File: src/rtl/fetch_ctrl.sv
// fetch_ctrl: fetch-stage PC sequencer.
// Chooses the next PC from sequential increment, branch/jump redirect or hold.
// A redirect that arrives while a fetch is still outstanding is parked until
// the memory responds, so the request address never moves under a live request.
module fetch_ctrl #(
  parameter int                  PC_WIDTH    = 32,
  parameter logic [PC_WIDTH-1:0] RESET_PC    = '0,
  parameter int                  INSTR_BYTES = 4,
  parameter int                  CNT_WIDTH   = 16
) (
  input  logic                 clk_i,
  input  logic                 rst_i,
  input  logic                 start_i,
  input  logic                 hazard_stall_i,
  input  logic                 branch_taken_i,
  input  logic [PC_WIDTH-1:0]  branch_target_i,
  input  logic                 jump_i,
  input  logic [PC_WIDTH-1:0]  jump_target_i,
  input  logic                 imem_ready_i,
  output logic [PC_WIDTH-1:0]  pc_o,
  output logic                 imem_req_o,
  output logic                 if_id_write_o,
  output logic                 if_id_flush_o,
  output logic [CNT_WIDTH-1:0] stall_cnt_o
);

  localparam logic [PC_WIDTH-1:0] INC   = PC_WIDTH'(INSTR_BYTES);
  localparam logic [PC_WIDTH-1:0] ALIGN = ~PC_WIDTH'(3);

  // DRAIN always holds a valid pending target, so the state doubles as its valid bit.
  typedef enum logic [1:0] {IDLE = 2'd0, RUN = 2'd1, DRAIN = 2'd2} state_t;

  state_t                 state_q, state_d;
  logic [PC_WIDTH-1:0]    pc_q, pc_d;
  logic [PC_WIDTH-1:0]    pend_q, pend_d;
  logic [CNT_WIDTH-1:0]   cnt_q, cnt_d;
  logic                   redirect;
  logic [PC_WIDTH-1:0]    tgt;

  // Branch (older, EX stage) beats jump (younger, ID stage); targets word-aligned.
  assign redirect = branch_taken_i | jump_i;
  assign tgt      = (branch_taken_i ? branch_target_i : jump_target_i) & ALIGN;

  // Next-state, next-PC and handshake/latch controls.
  always_comb begin
    state_d       = state_q;
    pc_d          = pc_q;
    pend_d        = pend_q;
    imem_req_o    = 1'b0;
    if_id_write_o = 1'b0;
    if_id_flush_o = 1'b0;
    case (state_q)
      IDLE: begin
        if_id_flush_o = 1'b1;
        if (start_i) state_d = RUN;
      end
      RUN: begin
        imem_req_o = 1'b1;
        if (redirect) begin
          if_id_flush_o = 1'b1;
          if (imem_ready_i) begin
            pc_d          = tgt;
            if_id_write_o = 1'b1;
          end else begin
            pend_d  = tgt;
            state_d = DRAIN;
          end
        end else if (!hazard_stall_i && imem_ready_i) begin
          pc_d          = pc_q + INC;
          if_id_write_o = 1'b1;
        end
        // hazard stall or memory wait: PC held, no IF/ID write
      end
      DRAIN: begin
        imem_req_o = 1'b1;
        if (redirect) pend_d = tgt;
        if (imem_ready_i) begin
          // stale instruction returns: write a bubble, jump to newest target
          if_id_write_o = 1'b1;
          if_id_flush_o = 1'b1;
          pc_d          = redirect ? tgt : pend_q;
          state_d       = RUN;
        end
      end
      default: state_d = IDLE;
    endcase
    if (!start_i) begin
      state_d = IDLE;
      pc_d    = RESET_PC;
      pend_d  = '0;
    end
  end

  // Stall counter: counts active cycles where the PC does not move, saturating.
  always_comb begin
    cnt_d = cnt_q;
    if (!start_i || state_q == IDLE) cnt_d = '0;
    else if (pc_d == pc_q && cnt_q != '1) cnt_d = cnt_q + 1'b1;
  end

  // State, PC, pending target and counter registers.
  always_ff @(posedge clk_i or negedge rst_i) begin
    if (!rst_i) begin
      state_q <= IDLE;
      pc_q    <= RESET_PC;
      pend_q  <= '0;
      cnt_q   <= '0;
    end else begin
      state_q <= state_d;
      pc_q    <= pc_d;
      pend_q  <= pend_d;
      cnt_q   <= cnt_d;
    end
  end

  assign pc_o        = pc_q;
  assign stall_cnt_o = cnt_q;

endmodule

File: config.mk
export PLATFORM = sky130hd
export DESIGN_NAME = fetch_ctrl
export DESIGN_NICKNAME = d
export VERILOG_FILES = /design/src/rtl/fetch_ctrl.sv
export SDC_FILE = /design/constraint.sdc
export NUM_CORES = 1
export LEC_CHECK = 0
export BUFFER_PORTS_ARGS = -buffer_cell sky130_fd_sc_hd__buf_2
export CAP_MARGIN = 20
export CORE_ASPECT_RATIO = 0.8
export CORE_MARGIN = 8
export CORE_UTILIZATION = 30
export DETAILED_ROUTE_END_ITERATION = 16
export GPL_TIMING_DRIVEN = 1
export SKIP_CTS_REPAIR_TIMING = 1
export SLEW_MARGIN = 20
export SYNTH_ARGS = -nofsm -noshare
export SYNTH_HDL_FRONTEND = slang
export SYNTH_SLANG_ARGS = --single-unit
export TNS_END_PERCENT = 100
File: constraint.sdc
create_clock -name clk_i -period 7.95 [get_ports clk_i]
set_clock_uncertainty 0.1 [all_clocks]
set_input_delay 1.1925 -clock clk_i [delete_from_list [all_inputs] [get_ports clk_i]]
set_output_delay 1.1925 -clock clk_i [all_outputs]
set_load 0.005 [all_outputs]
# After elaboration in Yosys (flattened, before gate mapping)

Cells that the tools add are included.

Shift operators: 0
Bitwise operators: 1
$lt $le $gt $ge: 0
Div/mod/pow operators: 0
Equal/unequal tests: 8
$mul: 0
Add/sub/neg operators: 2
Reductions and logical operators: 10
Multiplexer cells: 26

Operators with widths:

| operator              | count |
|---|---|
| $mux 32               | 10 |
| $pmux 32 s2           | 2 |
| $add 32x3->32 const B | 1 |
| $eq 32x32->1          | 1 |
| $mux 16               | 2 |
| $add 16x1->16 const B | 1 |
| $ne 16x16->1 const B  | 1 |
| $ne 3x3->1 const B    | 3 |
| $mux 2                | 4 |
| $pmux 2 s3            | 1 |
| $reduce_and 3->1      | 2 |
| $mux 1                | 5 |
| $ne 3x1->1 const B    | 1 |
| $pmux 1 s3            | 1 |
| $eq 2x1->1 const B    | 1 |
| $eq 2x2->1 const B    | 1 |
| $logic_and 1x1->1     | 2 |
| $logic_not 1->1       | 2 |
| $logic_not 2->1       | 1 |
| $pmux 1 s2            | 1 |
| $reduce_bool 2->1     | 1 |
| $reduce_or 2->1       | 1 |
| $logic_or 1x1->1      | 1 |
| $or 1x1->1            | 1 |

Bits in latches: 0
Bits in read-only memories: 0
Memories kept: 0
Flip-flop bits (word level): 82
Bits in writable memories: 0
Logic and storage cells: 51

# Longest topological paths before layout

Depth in word-level cells: 10
Depth in mapped cells: 15

# Least setup slack after synthesis

Ideal clock, no wire load.

Kind: input to register
From: input port jump_i
To: register cnt_q[7] (netlist: stall_cnt_o[7])
Arrival: 4.089 ns
Setup time: 0.078 ns
Slack: 3.683 ns
Stages: 11
Path through: buf_6 -> buf_6 -> mux2_4 -> o211ai_2 -> nor2_1 -> or4_1 -> nor4_2 -> nand4_2 -> or4b_4 -> or4_1 -> a21oi_1

Word-level cells in the longest chain between the ends: 8
Elaborated cells on any way between the ends: 9
Classes of those cells: eq/ne (1); mux (5); bitwise (1); reduce/logical (2)

Ends and longest elaborated chain:

| what                                 | line | text |
|---|---|---|
| from (decl)                          | 17   | `input logic jump_i,` |
| $or 1x1->1 *                         | 41   | `assign redirect = branch_taken_i \| jump_i;` |
| $mux 32                              | n/a  |  |
| $mux 32                              | 77   | `if (imem_ready_i) begin` |
| $pmux 32 s2 *                        | 52   | `case (state_q)` |
| $mux 32 *                            | 87   | `if (!start_i) begin` |
| $eq 32x32->1 *                       | 98   | `else if (pc_d == pc_q && cnt_q != '1) cnt_d = cnt_q + 1'b1;` |
| $logic_and 1x1->1 *                  | 98   |  |
| $reduce_bool 2->1 (no source line) * | n/a  |  |
| to (signal assigned)                 | 112  | `cnt_q <= cnt_d;` |
| to (decl)                            | 36   | `logic [CNT_WIDTH-1:0] cnt_q, cnt_d;` |

Mark *: on every way between the ends. The rest lies on a longest branch, timed or not.
A chain may end at the register's enable or synchronous reset.

# Final worst setup path

From: input port imem_ready_i
To: register cnt_q[5] (netlist: stall_cnt_o[5])

Word-level cells in the longest chain between the ends: 8
Elaborated cells on any way between the ends: 10
Classes of those cells: eq/ne (1); mux (6); reduce/logical (3)

Ends and longest elaborated chain:

| what                                 | line | text |
|---|---|---|
| from (decl)                          | 19   | `input logic imem_ready_i,` |
| $logic_and 1x1->1                    | 68   | `end else if (!hazard_stall_i && imem_ready_i) begin` |
| $mux 32                              | 68   |  |
| $mux 32                              | 59   | `if (redirect) begin` |
| $pmux 32 s2 *                        | 52   |  |
| $mux 32 *                            | 87   |  |
| $eq 32x32->1 *                       | 98   |  |
| $logic_and 1x1->1 *                  | 98   |  |
| $reduce_bool 2->1 (no source line) * | n/a  |  |

Marks and branches as above.

==> metrics <==
run status finished clean; Total Neg Setup Slack 0 ps; Root Driver sky130_fd_sc_hd__clkbuf_16; upper clock frequency limit 176 MHz; DP HPWL 30.8 mm; RSZ-0062 raised after global routing no; global-route total usage across every layer 24.1%; endpoint required time on the critical path 8100 ps; routed via count 10,028; number of global-route vias before repair 9,406; worst-skew pair later-pin latency 380 ps; Startpoint Class input pin; die outline area 33,700 sq um; post-synthesis instance total 1,129; CP arrival 5820 ps; Yosys Warn Count 0; routed vias/inst 6.52; combinational share of power 40.4%; # IOs 122; worst-path maximum fanout 38; worst ir drop on vdd 0.260 mV; Final Hold Vio Count 0; count of antenna-violating nets left after detailed routing 0; proportion of synthesized chip area in sequential cells 24.4%; Distinct cells, synth 86; non-filler cells, final 1,539; Fillers 2,985; CTS Buffer Depth 2; Core Area 27,400 sq um; Crit Path Class in -> reg; die span in x 203 microns; total overflow reported by the global router 0; CTS tree built; Antenna diodes 0; H-tree levels 3; first-pass GRT wire length 62.7 mm; count of standard-cell rows 54; max-slew violation count 0; number of synthesized flops with an enable pin 0; total wirelength of the detailed-routed design 42.5 mm; weighted congestion at the end of routability-driven global placement 1.01; number of violations of the max-capacitance limit 0; number of buffers created by CTS 9; proportion of netlist area held by the largest area contributor 24.4%; clock-pin slew reported for the worst setup and hold paths after clock tree synthesis 70 ps; maximum number of pins on one net before global-route repair 59; share of post-route cells with drive strength above 1 18.5%; relative contribution of the clock network to total power 29.1%; Hold/Removal Path Class reg -> reg; top library cells by usage in the layout, fill and taps aside sky130_fd_sc_hd__buf_2, sky130_fd_sc_hd__nor2_1, sky130_fd_sc_hd__a21oi_1; syn nets 1,206; number of sinks handled by clock tree synthesis 82; biggest area consumer among synthesized cells sky130_fd_sc_hd__dfrtp_1; Die Y-Extent 166 microns; cell count after placement 1,523; Leak Pwr 0.00382 uW; number of nets in the final layout 1,247; Port Buf Inserts 117; dominant cells by area after synthesis sky130_fd_sc_hd__dfrtp_1, sky130_fd_sc_hd__a21oi_1, sky130_fd_sc_hd__nor2_1; Synth Register Bits 82; Syn-to-layout area delta 13.0%; min cycle time layout 5670 ps; average cell area after synthesis 7.44 sq um; drc violations 0; drt first pass iters 8; total internal power 993 uW; final worst-path cycle share 71.3%; register-to-register setup slack 2320 ps; proportion of power drawn by flip-flops and latches 30.5%; fraction of synthesis flops using an asynchronous set or reset pin 100%; DRC marker count from the first detailed-route iteration 1,378; most common library cell in the layout ignoring fill and taps sky130_fd_sc_hd__buf_2; Cell Pwr Density 191 nW/um^2; switching fraction of total power 45.1%; Initial Utilization 30.6%; Slew headroom 31.5%; most frequently used flop master after synthesis sky130_fd_sc_hd__dfrtp_1; DR WL/cell 27.6 microns; Critical Path End Type flip-flop; transition time at the pin with the least slew margin 1020 ps; number of antenna violations at the first check in global routing 0; Netlist Area Pre-Place 8400 sq um; total setup violations reported at the end of the flow 0; switching component of the power 817 uW
## cells by family (layout without fill, tap and decap cells)
group           after synthesis  after routing  synth area share (%)
simple gates                459            459                  28.5
mux                          69             69                  8.71
buf+inv                     133            179                  7.00
compound gates              371            371                  29.5
xor+xnor                      9              9                 0.938
flops                        82             82                  24.4
fa+ha+maj                     6              6                 0.893
## through the flow
stage                     total power [uW]  util [%]  hold slack [ps]  cell area, sq um  setup WS [ps]
after global routing                  1880      34.6              449              9500           1980
after CTS                             1790      34.6              411              9490           2470
final                                 1810      34.6              410              9500           2280
after detailed placement              1260      33.3              394              9140           2090
after global placement                1260      33.3              382              9140           2160
after floorplan                        962         -              364              8400           3680
## registers in the layout, indices dropped and copies added, names as in the netlist
signal,cells
pc_o,32
state_q,2
stall_cnt_o,16
pend_q,32
## power by group through the flow
| stage | Clock (uW) | Sequential [uW] | Combinational [uW] |
|---|---|---|---|
| detailed placement | 0 | 555 | 708 |
| global placement | 0 | 553 | 705 |
| finish | 527 | 552 | 731 |
| floorplan | 0 | 491 | 471 |
| global route | 548 | 555 | 781 |
| CTS | 538 | 546 | 711 |
## Yosys cell counts (8+ instances only)
| cell type | n |
|---|---|
| sky130_fd_sc_hd__mux2_2 | 24 |
| sky130_fd_sc_hd__o31ai_1 | 9 |
| sky130_fd_sc_hd__a21o_1 | 10 |
| sky130_fd_sc_hd__and3_1 | 20 |
| sky130_fd_sc_hd__a31oi_1 | 20 |
| sky130_fd_sc_hd__nor4_1 | 27 |
| sky130_fd_sc_hd__or2_2 | 12 |
| sky130_fd_sc_hd__dfrtp_1 | 82 |
| sky130_fd_sc_hd__o21ai_0 | 71 |
| sky130_fd_sc_hd__a211oi_1 | 13 |
| sky130_fd_sc_hd__and4_1 | 8 |
| sky130_fd_sc_hd__nand4_1 | 34 |
| sky130_fd_sc_hd__or3_1 | 8 |
| sky130_fd_sc_hd__o22ai_1 | 10 |
| sky130_fd_sc_hd__or4_1 | 12 |
| sky130_fd_sc_hd__clkbuf_1 | 61 |
| sky130_fd_sc_hd__nor3_1 | 16 |
| sky130_fd_sc_hd__inv_1 | 25 |
| sky130_fd_sc_hd__nand2b_1 | 24 |
| sky130_fd_sc_hd__mux2i_1 | 39 |
| sky130_fd_sc_hd__buf_1 | 10 |
| sky130_fd_sc_hd__a31o_2 | 9 |
| sky130_fd_sc_hd__buf_2 | 23 |
| sky130_fd_sc_hd__a21oi_1 | 96 |
| sky130_fd_sc_hd__nand2_1 | 91 |
| sky130_fd_sc_hd__nor2b_1 | 13 |
| sky130_fd_sc_hd__nor2_1 | 117 |
| sky130_fd_sc_hd__o211ai_1 | 22 |
| sky130_fd_sc_hd__a22oi_1 | 19 |
| sky130_fd_sc_hd__nand3_1 | 42 |
| sky130_fd_sc_hd__o221ai_1 | 13 |
## final timing paths
path,from,to,depth (start not counted)
hold reg to reg,pend_q[18]$_DFFE_PN0P_,pend_q[18]$_DFFE_PN0P_,2
hold / removal,pend_q[18]$_DFFE_PN0P_,pend_q[18]$_DFFE_PN0P_,2
setup reg to reg,state_q[1]$_DFFE_PN0P_,stall_cnt_o[5]$_DFFE_PN0P_,11
min in group asynchronous,rst_i,pend_q[6]$_DFFE_PN0P_,1
max in group asynchronous,rst_i,pc_o[26]$_DFF_PN0_,2
setup / recovery,imem_ready_i,stall_cnt_o[5]$_DFFE_PN0P_,10
## area by class of cell
class	count	area, sq um	area share [%]
sequential	82	2050	21.6
clock inverter	7	124	1.30
timing repair buffer	135	751	7.91
multi-input combinational	914	5780	60.9
tap	364	455	4.80
inverter	28	105	1.11
clock buffer	9	225	2.37
## worst max-delay path, cell delays in order
cell                       delay, ps
sky130_fd_sc_hd__buf_2           600
sky130_fd_sc_hd__and2_1          810
sky130_fd_sc_hd__nand3_2         240
sky130_fd_sc_hd__and3_1          230
sky130_fd_sc_hd__a2111o_1        420
sky130_fd_sc_hd__or4_1           450
sky130_fd_sc_hd__a2111o_1        560
sky130_fd_sc_hd__nor4b_1         850
sky130_fd_sc_hd__a31oi_1         180
sky130_fd_sc_hd__a31o_2          250
## metal layers
layer  wire length, microns  vias up  global-route usage, %
met5                      0        -                      0
met1                  18700     4927                   33.7
met2                  18300      626                   35.9
met3                   3900      103                   4.97
li1                       -     4372                      -
met4                   1610        0                   9.13
Note: power is estimated with default switching activity, not from simulation.
